[src/rtl/uop_pair_queue.sv]
// Decoupling FIFO between uop fetch and decode: one instruction pair (with branch
// tags) in and one out per cycle, flushable by a synchronous clear.
module uop_pair_queue #(
  parameter int unsigned DEPTH    = 4,
  parameter int unsigned TAG_BITS = 3
) (
  input  logic                     clk,
  input  logic                     reset,
  input  logic                     clear,
  input  logic                     prev_valid,
  input  logic [31:0]              in_instruction_1,
  input  logic [31:0]              in_instruction_2,
  input  logic [TAG_BITS-1:0]      in_branch_tag_1,
  input  logic [TAG_BITS-1:0]      in_branch_tag_2,
  output logic                     stalled,
  input  logic                     next_stalled,
  output logic                     valid,
  output logic [31:0]              instruction_1,
  output logic [31:0]              instruction_2,
  output logic [TAG_BITS-1:0]      branch_tag_1,
  output logic [TAG_BITS-1:0]      branch_tag_2,
  output logic [$clog2(DEPTH):0]   count
);

  localparam int unsigned PTR_W = $clog2(DEPTH);
  localparam int unsigned CNT_W = PTR_W + 1;

  typedef struct packed {
    logic [31:0]         instr_1;
    logic [31:0]         instr_2;
    logic [TAG_BITS-1:0] tag_1;
    logic [TAG_BITS-1:0] tag_2;
  } pair_t;

  pair_t             mem_q [DEPTH];
  logic [PTR_W-1:0]  rd_ptr_q, rd_ptr_d;
  logic [PTR_W-1:0]  wr_ptr_q, wr_ptr_d;
  logic [CNT_W-1:0]  count_q, count_d;
  logic              push, pop;
  pair_t             in_pair, head_pair;

  assign valid   = (count_q != '0);
  assign stalled = (count_q == CNT_W'(DEPTH));
  assign count   = count_q;

  // Full blocks push even when popping; empty blocks pop even when pushing.
  assign push = prev_valid & ~stalled;
  assign pop  = valid & ~next_stalled;

  assign in_pair = '{instr_1: in_instruction_1, instr_2: in_instruction_2,
                     tag_1: in_branch_tag_1, tag_2: in_branch_tag_2};

  // Storage is not reset; the head is masked to zero while empty.
  assign head_pair     = valid ? mem_q[rd_ptr_q] : '0;
  assign instruction_1 = head_pair.instr_1;
  assign instruction_2 = head_pair.instr_2;
  assign branch_tag_1  = head_pair.tag_1;
  assign branch_tag_2  = head_pair.tag_2;

  // Pointer and occupancy next-state; clear overrides push and pop.
  always_comb begin
    rd_ptr_d = rd_ptr_q;
    wr_ptr_d = wr_ptr_q;
    count_d  = count_q;
    if (clear) begin
      rd_ptr_d = '0;
      wr_ptr_d = '0;
      count_d  = '0;
    end else begin
      if (push) wr_ptr_d = wr_ptr_q + PTR_W'(1);
      if (pop)  rd_ptr_d = rd_ptr_q + PTR_W'(1);
      case ({push, pop})
        2'b10:   count_d = count_q + CNT_W'(1);
        2'b01:   count_d = count_q - CNT_W'(1);
        default: count_d = count_q;
      endcase
    end
  end

  always_ff @(posedge clk or negedge reset) begin
    if (!reset) begin
      rd_ptr_q <= '0;
      wr_ptr_q <= '0;
      count_q  <= '0;
    end else begin
      rd_ptr_q <= rd_ptr_d;
      wr_ptr_q <= wr_ptr_d;
      count_q  <= count_d;
    end
  end

  always_ff @(posedge clk) begin
    if (push && !clear) mem_q[wr_ptr_q] <= in_pair;
  end

endmodule
[config.mk]
export PLATFORM = sky130hd
export DESIGN_NAME = uop_pair_queue
export DESIGN_NICKNAME = d
export VERILOG_FILES = /design/src/rtl/uop_pair_queue.sv
export SDC_FILE = /design/constraint.sdc
export NUM_CORES = 1
export LEC_CHECK = 0
export ABC_AREA = 1
export CORE_ASPECT_RATIO = 1.1
export CORE_MARGIN = 4
export CORE_UTILIZATION = 28
export CTS_BUF_LIST = sky130_fd_sc_hd__clkbuf_8
export DETAILED_ROUTE_END_ITERATION = 10
export PLACE_DENSITY_LB_ADDON = 0.12
export SLEW_MARGIN = 25
export SYNTH_ARGS = -nofsm -noshare
export SYNTH_HDL_FRONTEND = slang
export SYNTH_SLANG_ARGS = --single-unit
export TNS_END_PERCENT = 30
[constraint.sdc]
create_clock -name clk -period 10.84 [get_ports clk]
set_input_delay 2.168 -clock clk [delete_from_list [all_inputs] [get_ports clk]]
set_output_delay 2.168 -clock clk [all_outputs]
set_load 0.1 [all_outputs]
# Word-level counts from Yosys, hierarchy flattened

Memory sizes are Yosys's and may differ from the RTL's.
Index checks and enable logic that the tools add are counted.

Equality and inequality tests: 3
Multipliers: 0
Reductions and logical operators: 6
Magnitude comparators: 0
Div/mod/pow operators: 0
Bitwise logic cells: 4
Shifts and indexed selects: 0
Mux-type cells: 9
$add $sub $neg: 4

Operator list:

| cell                                                | number |
|---|---|
| two-way mux 70 bit                                  | 1 |
| two-way mux 2 bit                                   | 4 |
| one-hot mux 3 bit (2 select lines)                  | 1 |
| nonzero test 3 bit                                  | 2 |
| adder 2 x 1 -> 2 bit, second input constant         | 2 |
| nonzero test 2 bit                                  | 2 |
| adder 3 x 1 -> 3 bit, second input constant         | 1 |
| equality test 3 bit, second input constant          | 1 |
| two-way mux 3 bit                                   | 1 |
| subtractor 3 x 1 -> 3 bit, second input constant    | 1 |
| bitwise AND 1 bit                                   | 2 |
| equality test 2 x 1 -> 1 bit, second input constant | 1 |
| equality test 2 bit, second input constant          | 1 |
| two-way mux 1 bit                                   | 2 |
| inverter 1 bit                                      | 2 |
| logical AND 1 bit                                   | 1 |
| logical NOT 1 bit                                   | 1 |

Latch bits: 0
Memory bits (read-only): 0
Memories: 1
Register bits: 7
Output and inout bits: 75
RAM bits: 280

Memory list:

| memory | depth | width | rd ports | clocked after memory_dff | write ports | line | source |
|---|---|---|---|---|---|---|---|
| mem_q  | 4     | 70    | 1        | 0                        | 1           | 35   | `pair_t mem_q [DEPTH];` |

# Depth between registers and ports, before layout

Gate-level depths: netlist (run 1).

Depth after elaboration: 6
Depth in mapped cells: 13
Gate-level depth less buffers: 12

# Worst setup path before layout (run 1)

Ideal clock, no wire load.

Path type: input port to flip-flop
Start point: input clear
End point: memory mem_q[0][0] (netlist bit), enable pin
Stages: 4
Slack: 4.783 ns
Data required time: 10.341 ns
Arrival time: 5.558 ns
Path through: inv_1 > clkbuf_1 > nand2_1 > nor2_1

Longest elaborated chain between the ends: 4

Ends and longest elaborated chain:

| element                                 | line | source |
|---|---|---|
| start: declaration                      | 9    | `input logic clear,` |
| logical NOT 1 bit                       | 93   | `if (push && !clear) mem_q[wr_ptr_q] <= in_pair;` |
| logical AND 1 bit                       | 93   |  |
| two-way mux 1 bit                       | 93   |  |
| two-way mux 1 bit (implied by the code) | 93   |  |
| end: declaration                        | 35   |  |

No other way between the ends.

# Worst setup path after layout (run 1)

Start point: register rd_ptr_q[0]
End point: output instruction_1[21]

Longest elaborated chain between the ends: 2

Ends and longest elaborated chain:

| element                  | line | source |
|---|---|---|
| start: declaration       | 36   | `logic [PTR_W-1:0] rd_ptr_q, rd_ptr_d;` |
| start signal: assignment | 86   | `rd_ptr_q <= rd_ptr_d;` |
| memory read (4 x 70 bit) | -    |  |
| two-way mux 70 bit       | 54   | `assign head_pair = valid ? mem_q[rd_ptr_q] : '0;` |
| end: declaration         | 18   | `output logic [31:0] instruction_1,` |

No other way between the ends.

==> impl_metrics.py, run 1 <==
metrics = {
    "run_status": {
        "status": "complete, no violations",
    },
    "grt": {
        "grt_pass1_wl_um": 43390,
        "grt_antenna_before_repair": 1,
        "grt_max_degree": 97,
        "gr-usage-all-layers": 0.1310,
        "grt-ovfl-total": 0,
        "grt_pass1_vias": 7140,
    },
    "clock_network": {
        "cts_resized": 0,
        "clock_latency_ns": 0.58,
        "htree_num_levels": 2,
        "cts_hold_buf": 0,
        "cts_tree": "yes",
        "cts.sinks": 287,
        "cts_root_buffer": "clkbuf_8",
        "numCtsBuffers": 50,
        "cts_setup_buffers": 0,
        "clk_path_buf_depth": 3,
        "clk_pin_slew_ns": 0.06,
    },
    "timing": {
        "rsz0062_at_grt": "no",
        "max_slew.worst_pin.slew_ns": 1.038,
        "maxSlewViolCount": 0,
        "post-route-min-period_ns": 6.483,
        "setup_viol_count_final": 0,
        "hold_viol": 0,
        "fin_worst_skew_ns": 0.01311,
        "slew_headroom": 0.3056,
        "final.setup.tns_ns": 0,
        "max_freq_mhz": 154.3,
        "period_share": 0.5980,
    },
    "worst_setup_path": {
        "crit_fanout": 79,
        "cp-start-kind": "flip-flop",
        "cp_data_arrival_time_ns": 4.31,
        "critPathBufInv": 3,
        "rr_startpoint": "count[0]",
        "worstPathCellList": "buf_4 -> buf_4 -> nor2_1 -> nor2_1 -> o21ai_1 -> a21oi_1 -> clkdlybuf4s50_1",
        "critPathKind": "reg2out",
        "slowest_delay_ns": 1.21,
        "critPathRequiredTime_ns": 8.67,
        "end_kind": "primary output",
        "crit_family": "buffers and inverters",
        "critPathSlowestCell": "clkdlybuf4s50_1",
        "startpoint": "rd_ptr_q[0]",
    },
    "yosys": {
        "synth_compound_gate_area_share": 0.09578,
        "synth_top_area_frac": 0.7424,
        "yosysUniqueCellTypes": 25,
        "synth_edf_count": 280,
        "ys.flop_type": "edfxtp_1",
        "synth_area_sq_mm": 0.01133,
        "avgSynthCellArea_sq_um": 12.67,
        "async_reset_ff_frac": 0.02439,
        "synth_area_leader_cell": "edfxtp_1",
        "synthAdderAreaFrac": 0.006186,
        "syn-instance-count": 894,
        "synth-xor-area-share": 0.001547,
        "ys_seq_area_frac": 0.7578,
        "synth-warning-count": 0,
        "synthMostInstantiatedCell": "nor2_1",
        "ys_top_cells_by_area": "edfxtp_1, nor2_1, o21ai_0",
        "syn_nets": 974,
        "yosys.area_share.simple": 0.1056,
        "synthTopCellsByCount": "nor2_1, edfxtp_1, o21ai_0",
        "synth_mux_area_frac": 0,
        "ys_ff_latch": 287,
        "synth_top_family_by_area": "simple AND/OR/NAND/NOR gates",
    },
    "routing": {
        "antenna_left": 0,
        "drt_first_pass_iters": 4,
        "dr_total_vias": 7116,
        "drc": 0,
        "drtIter0Drc": 275,
        "routedWlPerCell_um": 18.15,
        "via_per_inst": 4.450,
        "finalWirelength_um": 29020,
    },
    "final_layout": {
        "multi_input_area_sq_mm": 0.002399,
        "nFillCells": 3952,
        "drive_gt1_frac": 0.07827,
        "n_antenna_cell": 0,
        "final_util": 0.3536,
        "seqCellArea_sq_mm": 0.008591,
        "fin_area_sq_mm": 0.01417,
        "nNetsFinal": 1134,
        "synthToLayoutAreaGrowth_pct": 25.11,
    },
    "floorplan": {
        "die_area_sq_mm": 0.04373,
        "start_util": 0.2826,
        "ioPinCount": 150,
        "core_sq_mm": 0.04008,
        "rows": 77,
        "die_h_um": 218.9,
        "die_x_um": 199.8,
    },
    "placed_design": {
        "hpwl_um": 15650,
        "dpl-instance-area_sq_mm": 0.01331,
        "place_congestion": 0.6632,
        "io_buffer_count": 149,
    },
    "min_path": {
        "hold_path_class": "reg2reg",
        "min_from": "wr_ptr_q[1]",
    },
    "run": {
        "maxCapViolations": 0,
    },
}
[kinds of logic after synthesis]
group                    after synthesis
AND/OR/NAND/NOR                      312
flip-flops                           287
AO/OA/AOI/OAI                        216
buffers and inverters                 72
adder cells (fa/ha/maj)                5
XOR/XNOR                               2
[sequential cells by signal (all words and copies together), names as in the netlist]
signal and cells:
wr_ptr_q 2, rd_ptr_q 2, count 3, mem_q 280
[worst register-to-register path, delay by kind of cell, from the launching register on]
family	cells	cell delay, ns
simple gates	3	0.51
compound gates	1	0.24
flops	1	0.45
buf+inv	2	1.19
[worst paths after layout]
kind	endpoint	slack (ns)	cells after the start
max reg2reg	mem_q[1][69]	8.05	6
max	instruction_1[21]	4.36	7
min reg2reg	wr_ptr_q[1]	0.64	2
min	wr_ptr_q[1]	0.64	2
max in group asynchronous	rd_ptr_q[1]	8.67	1
min in group asynchronous	rd_ptr_q[0]	1.87	1
[layout make-up]
| class | count | share of cell area |
|---|---|---|
| inverter | 17 | 0.004768 |
| clock inverter | 34 | 0.01201 |
| timing repair buffer | 163 | 0.1138 |
| sequential | 287 | 0.6063 |
| tap | 513 | 0.04530 |
| multi-input combinational | 535 | 0.1693 |
| clock buffer | 50 | 0.04857 |
[placed cells by master (no fill, tap or decap)]
master,synthesis,final
clkinvlp_4,0,2
inv_4,1,1
clkdlybuf4s50_1,0,149
inv_2,2,1
nand2_2,3,3
buf_12,0,1
nand4_1,3,3
clkinv_2,0,4
nor2_4,0,4
ha_1,4,4
a21oi_1,72,72
nand3_1,6,6
inv_1,14,31
edfxtp_1,280,280
xnor2_1,1,1
o21ai_1,51,51
a21oi_2,1,1
dfrtp_1,7,5
nand2_1,13,13
nor2_2,1,1
clkinv_1,0,10
nor2_1,286,282
clkbuf_8,0,50
o21ai_0,92,92
xor2_1,1,1
buf_4,4,12
buf_6,8,1
bufinv_16,0,1
inv_6,0,1
fa_1,1,1
dfrtp_4,0,2
[per-stage QoR]
| step | hold slack, ns | setup slack (ns) | cells |
|---|---|---|---|
| final | 0.6357 | 4.357 | 1599 |
| after global routing | 0.6601 | 4.052 | 1599 |
| after CTS | 0.6406 | 4.255 | 1599 |
| after detailed placement | 0.6226 | 4.914 | 1515 |
| after global placement | 0.6293 | 4.953 | 1514 |
| after floorplan | 0.5794 | 4.783 | 894 |
[metal layers]
metal  track usage  vias up  wire, um
li1              -     3480         -
met1        0.1698     3454     12960
met2        0.2211      139     14220
met3       0.03071       43      1295
met4       0.03510        0       550
met5             0        -         0
Power of run 1 is left out: the tool's default activity adds up to more than one toggle a clock period on the data nets, which glitch-free logic cannot reach.
==> run 2: changes to the inputs <==
- clock period: 10.84 -> 6.6 ns (I/O delays scaled with it)
==> run 2 against run 1 <==
Non-clock buffer count up 1; setup slack got worse by 3.3 ns; worst hold slack worse by 0.0058 ns; flip-flop and latch count is the same; utilization hardly changed; critical endpoint is now instruction_1[12]; sequential share of layout area up 0.080 points; largest cell class unchanged.
==> impl_metrics.py, run 2 (same netlist as run 1, synthesis figures left out) <==
metrics = {
    "clock_network": {
        "cts_hold_buf": 0,
        "clk_pin_slew_ns": 0.07,
        "clk_path_buf_depth": 3,
        "cts_resized": 0,
        "htree_num_levels": 2,
        "cts.sinks": 287,
        "cts_setup_buffers": 0,
        "cts_root_buffer": "clkbuf_8",
        "clock_latency_ns": 0.57,
        "numCtsBuffers": 49,
        "cts_tree": "yes",
    },
    "floorplan": {
        "die_area_sq_mm": 0.04373,
        "rows": 77,
        "ioPinCount": 150,
        "die_x_um": 199.8,
        "start_util": 0.2826,
        "core_sq_mm": 0.04008,
        "die_h_um": 218.9,
    },
    "timing": {
        "post-route-min-period_ns": 5.519,
        "hold_viol": 0,
        "maxSlewViolCount": 0,
        "final.setup.tns_ns": 0,
        "max_slew.worst_pin.slew_ns": 1.017,
        "rsz0062_at_grt": "no",
        "fin_worst_skew_ns": 0.02517,
        "period_share": 0.8363,
        "slew_headroom": 0.3196,
        "setup_viol_count_final": 0,
        "max_freq_mhz": 181.2,
    },
    "final_layout": {
        "synthToLayoutAreaGrowth_pct": 24.95,
        "drive_gt1_frac": 0.07678,
        "seqCellArea_sq_mm": 0.008591,
        "largest-register": "mem_q",
        "mostFrequentLayoutCells": "nor2_1, edfxtp_1, clkdlybuf4s50_1",
        "nNetsFinal": 1134,
        "nFillCells": 3985,
        "largest_reg_flops": 280,
        "fin_area_sq_mm": 0.01415,
        "final_common_cell": "nor2_1",
        "multi_input_area_sq_mm": 0.002399,
    },
    "worst_setup_path": {
        "end_kind": "primary output",
        "cp-start-kind": "flip-flop",
        "cp_data_arrival_time_ns": 4.20,
        "critPathKind": "reg2out",
        "crit_fanout": 38,
        "critPathRequiredTime_ns": 5.28,
    },
    "routing": {
        "finalWirelength_um": 29080,
        "drt_first_pass_iters": 6,
        "antenna_left": 0,
        "drtIter0Drc": 253,
        "routedWlPerCell_um": 18.23,
        "via_per_inst": 4.462,
        "drc": 0,
        "dr_total_vias": 7117,
    },
    "placed_design": {
        "io_buffer_count": 149,
        "dpl-instance-area_sq_mm": 0.01331,
        "place_congestion": 0.6850,
        "hpwl_um": 16360,
    },
    "grt": {
        "gr-usage-all-layers": 0.1315,
        "grt_pass1_wl_um": 44010,
        "grt-ovfl-total": 0,
        "grt_max_degree": 99,
        "grt_pass1_vias": 7478,
        "grt_antenna_before_repair": 0,
    },
    "run": {
        "maxCapViolations": 0,
    },
    "run_status": {
        "status": "complete, no violations",
    },
    "min_path": {
        "hold_path_class": "reg2reg",
    },
}
==> run 2: cell count changes in the layout (fill, tap and decap cells not counted), sizes merged <==
cell,change
clkinv,-6
buf,+2
diode,+1
clkinvlp,-1
clkdlybuf4s50,-1
clkbuf,+1
==> run 2: through the flow <==
step | setup WS (ns) | util | hold WS [ns] | instances
6_report | 1.081 | 0.3531 | 0.6300 | 1595
5_1_grt | 0.7494 | 0.3530 | 0.6605 | 1594
4_1_cts | 0.8867 | 0.3530 | 0.6375 | 1594
3_5_place_dp | 1.535 | 0.3322 | 0.6275 | 1516
3_3_place_gp | 1.572 | 0.3322 | 0.6326 | 1516
2_1_floorplan | 1.391 | - | 0.5794 | 894
==> run 2: final timing paths <==
path,startpoint,endpoint,slack (ns),cells after the start
min reg2reg,count[1],count[1],0.63,2
max reg2reg,count[0],mem_q[2][48],3.86,6
max,rd_ptr_q[1],instruction_1[12],1.08,6
min in group asynchronous,reset,count[0],1.03,1
max in group asynchronous,reset,rd_ptr_q[0],5.25,1
min,count[1],count[1],0.63,2
==> run 2: area by class of cell <==
cell class,instances,area share
flip-flops and latches,287,0.6071
well taps,513,0.04536
diodes,1,0.0001768
multi-input cells,535,0.1695
inverters,17,0.004951
clock buffers,51,0.04960
clock inverters,27,0.009284
repair buffers,164,0.1141
==> run 2: critical path, stage by stage, from the launching register on <==
cell	delay, ns
dfrtp_4	0.73
clkinv_2	0.67
buf_4	0.50
nor2_1	0.15
o21ai_0	0.08
a21oi_1	0.23
clkdlybuf4s50_1	1.18
==> run 2: routing by layer <==
metal / part of all wire / routed length [um] / global-route usage
met1: 0.45 / 13030 / 0.1716
met2: 0.49 / 14250 / 0.2209
met3: 0.044 / 1265 / 0.03086
met4: 0.018 / 527 / 0.03487
met5: 0 / 0 / 0
Power of run 2 is left out for the same reason.
